==> config.mk <==
export PLATFORM = sky130hd
export DESIGN_NAME = barrel_shifter_pipe
export DESIGN_NICKNAME = d
export VERILOG_FILES = /design/src/rtl/barrel_shift_pkg.sv /design/src/rtl/shift_stage_pipe.sv /design/src/rtl/barrel_shifter_pipe.sv
export SDC_FILE = /design/constraint.sdc
export NUM_CORES = 1
export LEC_CHECK = 0
export CAP_MARGIN = 20
export CORE_MARGIN = 2
export CORE_UTILIZATION = 28
export CTS_CLUSTER_SIZE = 14
export DETAILED_ROUTE_END_ITERATION = 16
export PLACE_DENSITY = 0.57
export SYNTH_ARGS = -nofsm -noshare
export SYNTH_HDL_FRONTEND = slang
export SYNTH_SLANG_ARGS = --single-unit
==> constraint.sdc <==
create_clock -name clk -period 2.1 [get_ports clk]
set_clock_uncertainty 0.1 [all_clocks]
set_input_delay 0.21 -clock clk [delete_from_list [all_inputs] [get_ports clk]]
set_output_delay 0.21 -clock clk [all_outputs]
set_load 0.01 [all_outputs]
==> src/rtl/barrel_shift_pkg.sv <==
// Purpose: shared mode encoding for the pipelined barrel shifter and its stages.
// Latency: n/a (constants only).
// Backpressure: n/a.
package barrel_shift_pkg;

  // Width of the shift-mode field carried alongside every word.
  localparam int MODE_W = 3;

  // Shift modes; codes above MODE_SRA are pass-through.
  localparam logic [MODE_W-1:0] MODE_ROL = 3'b000;
  localparam logic [MODE_W-1:0] MODE_ROR = 3'b001;
  localparam logic [MODE_W-1:0] MODE_SLL = 3'b010;
  localparam logic [MODE_W-1:0] MODE_SRL = 3'b011;
  localparam logic [MODE_W-1:0] MODE_SRA = 3'b100;

endpackage

==> src/rtl/shift_stage_pipe.sv <==
// Purpose: one barrel-shifter stage, shifting by DIST when its amount bit is set.
// Latency: 1 cycle when REG = 1, combinational when REG = 0.
// Backpressure: register loads only while advance_i is high, otherwise holds.
module shift_stage_pipe
  import barrel_shift_pkg::*;
#(
  parameter int  DATA_W = 8,
  parameter int  DIST   = 1,
  parameter bit  REG    = 1'b1,
  localparam int AMT_W  = $clog2(DATA_W)
) (
  input  logic              clk,
  input  logic              reset_n,
  input  logic              advance_i,
  input  logic              valid_i,
  input  logic [DATA_W-1:0] data_i,
  input  logic [AMT_W-1:0]  amt_i,
  input  logic [MODE_W-1:0] mode_i,
  output logic              valid_o,
  output logic [DATA_W-1:0] data_o,
  output logic [AMT_W-1:0]  amt_o,
  output logic [MODE_W-1:0] mode_o
);

  // Amount bit that enables this stage (DIST is always a power of two).
  localparam int SEL = $clog2(DIST);

  logic [DATA_W-1:0] data_d;
  logic [DATA_W-1:0] data_q;
  logic [AMT_W-1:0]  amt_q;
  logic [MODE_W-1:0] mode_q;
  logic              valid_q;

  // Shift by DIST for the selected mode. For SRA the incoming MSB is the
  // original sign: every earlier stage has already replicated it.
  always_comb begin
    data_d = data_i;
    if (amt_i[SEL]) begin
      case (mode_i)
        MODE_ROL: data_d = {data_i[DATA_W-DIST-1:0], data_i[DATA_W-1:DATA_W-DIST]};
        MODE_ROR: data_d = {data_i[DIST-1:0], data_i[DATA_W-1:DIST]};
        MODE_SLL: data_d = {data_i[DATA_W-DIST-1:0], {DIST{1'b0}}};
        MODE_SRL: data_d = {{DIST{1'b0}}, data_i[DATA_W-1:DIST]};
        MODE_SRA: data_d = {{DIST{data_i[DATA_W-1]}}, data_i[DATA_W-1:DIST]};
        default:  data_d = data_i;
      endcase
    end
  end

  // Stage register: loads under global advance, clears on reset. Unused
  // (and optimised away) when the stage is built combinational.
  always_ff @(posedge clk or negedge reset_n) begin
    if (!reset_n) begin
      valid_q <= 1'b0;
      data_q  <= '0;
      amt_q   <= '0;
      mode_q  <= '0;
    end else if (advance_i) begin
      valid_q <= valid_i;
      data_q  <= data_d;
      amt_q   <= amt_i;
      mode_q  <= mode_i;
    end
  end

  assign valid_o = REG ? valid_q : valid_i;
  assign data_o  = REG ? data_q  : data_d;
  assign amt_o   = REG ? amt_q   : amt_i;
  assign mode_o  = REG ? mode_q  : mode_i;

endmodule

==> src/rtl/barrel_shifter_pipe.sv <==
// Purpose: parametrised rotate/shift unit built from log2(DATA_W) shift stages.
// Latency: AMT_W cycles with PIPE = 1, 1 cycle with PIPE = 0.
// Backpressure: global stall; in_ready = ~out_valid | out_ready, all stages hold otherwise.
module barrel_shifter_pipe
  import barrel_shift_pkg::*;
#(
  parameter int  DATA_W = 8,
  parameter bit  PIPE   = 1'b1,
  localparam int AMT_W  = $clog2(DATA_W)
) (
  input  logic              clk,
  input  logic              reset_n,
  input  logic              in_valid,
  output logic              in_ready,
  input  logic [DATA_W-1:0] in_data,
  input  logic [AMT_W-1:0]  in_amt,
  input  logic [MODE_W-1:0] in_mode,
  output logic              out_valid,
  input  logic              out_ready,
  output logic [DATA_W-1:0] out_data
);

  // Inter-stage buses; index 0 is the input port, index AMT_W the output.
  logic [AMT_W:0]              stg_valid;
  logic [AMT_W:0][DATA_W-1:0]  stg_data;
  logic [AMT_W:0][AMT_W-1:0]   stg_amt;
  logic [AMT_W:0][MODE_W-1:0]  stg_mode;

  logic advance;
  logic unused_tail;

  // Whole pipe moves together: it may advance whenever the output slot is
  // empty or being consumed this cycle, so a full pipe still streams.
  assign advance  = ~out_valid | out_ready;
  assign in_ready = advance;

  assign stg_valid[0] = in_valid;
  assign stg_data[0]  = in_data;
  assign stg_amt[0]   = in_amt;
  assign stg_mode[0]  = in_mode;

  // Stage k shifts by 2^k. Without PIPE only the final stage is registered,
  // giving a single output register behind a combinational shifter.
  for (genvar k = 0; k < AMT_W; k++) begin : g_stage
    shift_stage_pipe #(
      .DATA_W (DATA_W),
      .DIST   (1 << k),
      .REG    (PIPE || (k == AMT_W - 1))
    ) u_stage (
      .clk       (clk),
      .reset_n   (reset_n),
      .advance_i (advance),
      .valid_i   (stg_valid[k]),
      .data_i    (stg_data[k]),
      .amt_i     (stg_amt[k]),
      .mode_i    (stg_mode[k]),
      .valid_o   (stg_valid[k+1]),
      .data_o    (stg_data[k+1]),
      .amt_o     (stg_amt[k+1]),
      .mode_o    (stg_mode[k+1])
    );
  end

  assign out_valid = stg_valid[AMT_W];
  assign out_data  = stg_data[AMT_W];

  // Amount and mode leaving the last stage have no consumer.
  assign unused_tail = ^{stg_amt[AMT_W], stg_mode[AMT_W]};

endmodule

* Yosys cells after proc, flatten, opt, wreduce, memory -nomap -nowiden
Index checks and enable logic that the tools add are counted.
** Word-level totals
- Bits in registers :: 39
- Bits in latches :: 0
- RAM bits :: 0
- Memory bits (read-only) :: 0
- Input bits :: 18
- Word-level logic and storage cells :: 34
- Memories kept :: 0
** Operators by class
- Add/subtract/negate cells :: 0
- Multipliers :: 0
- Div/mod/pow operators :: 0
- Magnitude comparators :: 0
- Eq/ne operators :: 12
- Shift-type cells :: 0
- Muxes and demuxes :: 6
- Bitwise logic cells :: 2
- Reductions and logical operators :: 4
** Operator list (count)
- 8-bit one-hot mux with 5 select lines :: 2
- 8-bit one-hot mux with 4 select lines :: 1
- 8-bit two-way mux :: 3
- 3-bit by 2-bit equality test with 1-bit output (second input constant) :: 6
- 3-bit by 1-bit equality test with 1-bit output (second input constant) :: 3
- 3-bit equality test (second input constant) :: 3
- 3-bit zero test :: 3
- 2-bit OR reduction :: 1
- 1-bit NOT :: 1
- 1-bit OR :: 1

* Depth between registers and ports, before layout
- Word-level depth :: 4
- Mapped depth :: 6

* By module
From an unflattened synthesis, not the netlist that was laid out.
** Unflattened totals
- Cells, all modules :: 218
- Area total of the unflattened synthesis :: 2338.5 um^2
** Modules (own cells, without submodules)
- shift_stage_pipe (g_stage[0].u_stage) :: times used 1, cells an instance 80, area an instance 842.1 um^2
- shift_stage_pipe (g_stage[1].u_stage) :: times used 1, cells an instance 72, area an instance 782.0 um^2
- shift_stage_pipe (g_stage[2].u_stage) :: times used 1, cells an instance 65, area an instance 708.2 um^2
- barrel_shifter_pipe :: times used 1, cells an instance 1, area an instance 6.3 um^2

* Worst setup path before layout
OpenSTA, ideal clock, no wires.
- Kind :: register -> register
- Start :: register g_stage[2].u_stage.valid_q
- End :: register g_stage[0].u_stage.data_q[7]
- Setup time :: 0.133 ns
- Arrival time :: 1.241 ns
- Required time :: 1.867 ns
- Path slack :: 0.626 ns
- Stages on the path, launching flop included :: 6
- Period minus slack after synthesis :: 1.474 ns
- Cells stage by stage :: dfrtp_1 -> nor2b_1 -> buf_4 -> buf_2 -> o41ai_1 -> a21oi_1
** On the way
- Cells in the longest elaborated chain, start to end :: 2
** Ends and longest elaborated chain
- from (decl) :: line shift_stage_pipe.sv:32 : logic valid_q;
- from (signal assigned) :: line shift_stage_pipe.sv:59 : valid_q <= valid_i;
- 1-bit NOT :: line barrel_shifter_pipe.sv:34 : assign advance = ~out_valid | out_ready;
- 1-bit OR :: line barrel_shifter_pipe.sv:34
- to (signal assigned) :: line shift_stage_pipe.sv:60 : data_q <= data_d;
- to (decl) :: line shift_stage_pipe.sv:29 : logic [DATA_W-1:0] data_q;
No other way between the ends.
A chain may end at the register's enable or synchronous reset.

* Final worst setup path
- Start :: register g_stage[2].u_stage.valid_q
- End :: output in_ready
** On the way
- Cells in the longest elaborated chain, start to end :: 2
** Ends and longest elaborated chain
- 1-bit NOT :: line barrel_shifter_pipe.sv:34
- 1-bit OR :: line barrel_shifter_pipe.sv:34
- to (decl) :: line barrel_shifter_pipe.sv:14 : output logic in_ready,
No other way between the ends.

==> flow_metrics.tcl <==
set metrics [dict create \
    pre_cts_slack_ps 145 \
    startpoint "g_stage[2].u_stage.valid_o" \
    hold_buffers 0 \
    setup_violations 0 \
    hold_violations 0 \
    yosysWarnings 0 \
    slew_headroom 0.649 \
    seq_area_frac_synth 0.420 \
    fin_setup_tns_ps 0 \
    syn-num-nets 244 \
    num-fill-cells 749 \
    area_growth_pct 20.9 \
    rr_worst_depth 4 \
    p_total_w 0.00285 \
    path_class "reg2out" \
    grt_pass1_vias 1680 \
    routed_wl_mm 4.92 \
    timing.critical_path.arrival_ps 1650 \
    detailroute.via_count 1758 \
    nets 268 \
    regToRegSetupSlack_ps 390 \
    critPathCaptureType "primary output" \
    period_needed_ps 1960 \
    outcome "complete, no violations" \
    slew_viol_final 0 \
    dp_hpwl_mm 3.55 \
    antenna_found_initial 0 \
    gr-total-overflow 0 \
    die_height_um 91.5 \
    regArea_sq_um 901 \
    htreeDepth 2 \
    cts_tree "done" \
    cts.sinks 36 \
    worstPathMaxFanout 12 \
    cts_setup_buffers 0 \
    coreArea_sq_um 7330 \
    clk_root_buffer_cell "clkbuf_8" \
    hold_ws_ps 234 \
    multi_input_area_sq_um 1130 \
    finalWorstSetupSlack_ps 140 \
    grt_pass1_wl_mm 8.44 \
    synthFlopType "dfrtp_1" \
    synthDistinctLibCells 42 \
    clk_latency_ps 280 \
    cts_made_buffers 5 \
    cts_max_path_buffers 2 \
    ant_nets 0 \
    cap_violations 0 \
    io_buffers 27 \
    drc 0 \
    drive_gt1_frac 0.120 \
    hp-class "in2async" \
    endpoint "in_ready" \
    crit-reg2reg-launch "g_stage[2].u_stage.valid_o" \
    cts_resized 0 \
    cp_slowest_stage_delay_ps 570 \
    worstMarginPinSlew_ps 526 \
    power.leakage_nw 0.989 \
    yosys.area.top_type_share 0.420 \
    grt_max_degree 37 \
    wl_per_cell_um 14.1 \
    async_flop_share 1.00 \
    path_cells "nor2b_2, inv_2, clkdlybuf4s50_1" \
    gp_congestion 0.780 \
    drt_first_iter_violations 150 \
    cts.clk_slew.worst_paths_ps 70 \
    ioPinCount 28 \
    slowest_stage "clkdlybuf4s50_1" \
    rsz0062_at_grt "false" \
    rr_endpoint "g_stage[2].u_stage.data_o[3]" \
    die_area_sq_um 8380 \
    ys_top_cells_by_area "dfrtp_1 (42%), nand2_1 (5.4%), o21ai_0 (4.9%), nor3b_1 (4.2%), o2111ai_1 (4.1%)" \
    synth_edf_count 0 \
    ys_ff_latch 36 \
    synth.avg_cell_area_sq_um 9.49 \
    dr.pass1.iters 4 \
    antenna_cells 0 \
    power.density_nw_per_um2 1100 \
    required_ps 1790 \
    cp-start-kind "flop" \
    synth_area_sq_um 2140 \
    track_usage 0.123 \
    start_util 0.293 \
    peakVddDrop_v 0.000258 \
    synthCells 226 \
    fp-row-count 31 \
    die_x_um 91.5 \
    synth_area_leader_cell "dfrtp_1" \
    viasPerCell 5.04 \
    period_share 0.934 \
    max_freq_ghz 0.510 \
]
-- synthesized netlist by cell type (all sizes together) (3+ instances only) --
cell type	number
buf	13
o21bai	10
and2	4
a21boi	3
nor3b	13
o2111ai	10
inv	3
a21oi	3
o21ai	22
nand2b	6
o221a	11
nor2b	6
a221o	4
clkbuf	7
or3b	4
nand2	31
dfrtp	36
a211oi	10
nor2	9
-- cells in the final DEF (no fill, tap or decap), types with 2 or more instances in the layout --
cell	synthesis	routed
a221o_1	4	4
buf_4	1	10
nand2b_1	6	6
o221a_2	5	5
o41ai_1	2	2
inv_1	2	2
a31oi_1	2	2
nand3b_1	2	2
a211oi_1	10	10
dfrtp_1	36	36
clkbuf_8	0	5
clkdlybuf4s50_1	0	27
a211o_1	2	2
nor3b_1	12	12
a21oi_1	3	3
or3b_2	4	4
nor2b_1	5	4
and2_1	4	4
o21bai_1	10	10
o21ai_0	21	21
nor4b_1	2	2
or4b_1	2	2
o221a_1	6	6
nand2_1	31	31
o2111ai_1	10	10
a21boi_0	3	3
nor2_1	9	9
-- critical path, delay by kind of cell, from the launching register on --
| kind | cells | cell delay [ps] |
|---|---|---|
| DFF | 1 | 410 |
| and+or+nand+nor | 1 | 200 |
| buffers and inverters | 2 | 750 |
-- final cells by class --
class | count | share of cell area
clock buffer | 6 | 0.0280
clock inverter | 1 | 0.00193
inverter | 3 | 0.00434
multi-input combinational | 167 | 0.437
sequential | 36 | 0.347
tap | 99 | 0.0478
timing repair buffer | 37 | 0.133
-- metal layers --
| layer | global-route usage | share of wire | wire (um) |
|---|---|---|---|
| met4 | 0.0480 | 0.016 | 81 |
| met2 | 0.185 | 0.43 | 2100 |
| met3 | 0.0232 | 0.031 | 150 |
| met1 | 0.173 | 0.53 | 2590 |
| met5 | 0 | 0 | 0 |
-- flip-flops by register name, summed over array words and instances, names as in the netlist --
name                     cells
g_stage.u_stage.data_o      24
g_stage.u_stage.mode_o       6
g_stage.u_stage.amt_o        3
g_stage.u_stage.valid_o      3
-- logic make-up after synthesis --
logic type	after synthesis	share of synthesized area
AOI/OAI and AO/OA	83	0.302
buffers and inverters	23	0.0525
DFF	36	0.420
and+or+nand+nor	84	0.225
-- how the worst min path moves through the flow --
stage	to	slack, ps	cells past startpoint
after floorplan	g_stage[0].u_stage.amt_o[1]	-190	0
after global placement	g_stage[0].u_stage.valid_o	360	2
after detailed placement	g_stage[1].u_stage.valid_o	360	2
after CTS	g_stage[2].u_stage.data_o[7]	250	2
after global routing	g_stage[2].u_stage.data_o[7]	280	2
final	g_stage[2].u_stage.data_o[7]	230	2
-- where the power goes --
group          switching [W]  internal, W
combinational       0.000504     0.000607
sequential          0.000321     0.000958
clock               0.000232     0.000225
total                0.00106      0.00179
-- through the flow --
step | utilization | std cells | instance area [sq um]
after detailed placement | 0.343 | 342 | 2510
after CTS | 0.354 | 349 | 2590
after floorplan | - | 226 | 2140
final | 0.354 | 349 | 2590
after global placement | 0.343 | 342 | 2510
after global routing | 0.354 | 349 | 2590
No activity file was read; power rests on OpenSTA's default activity.
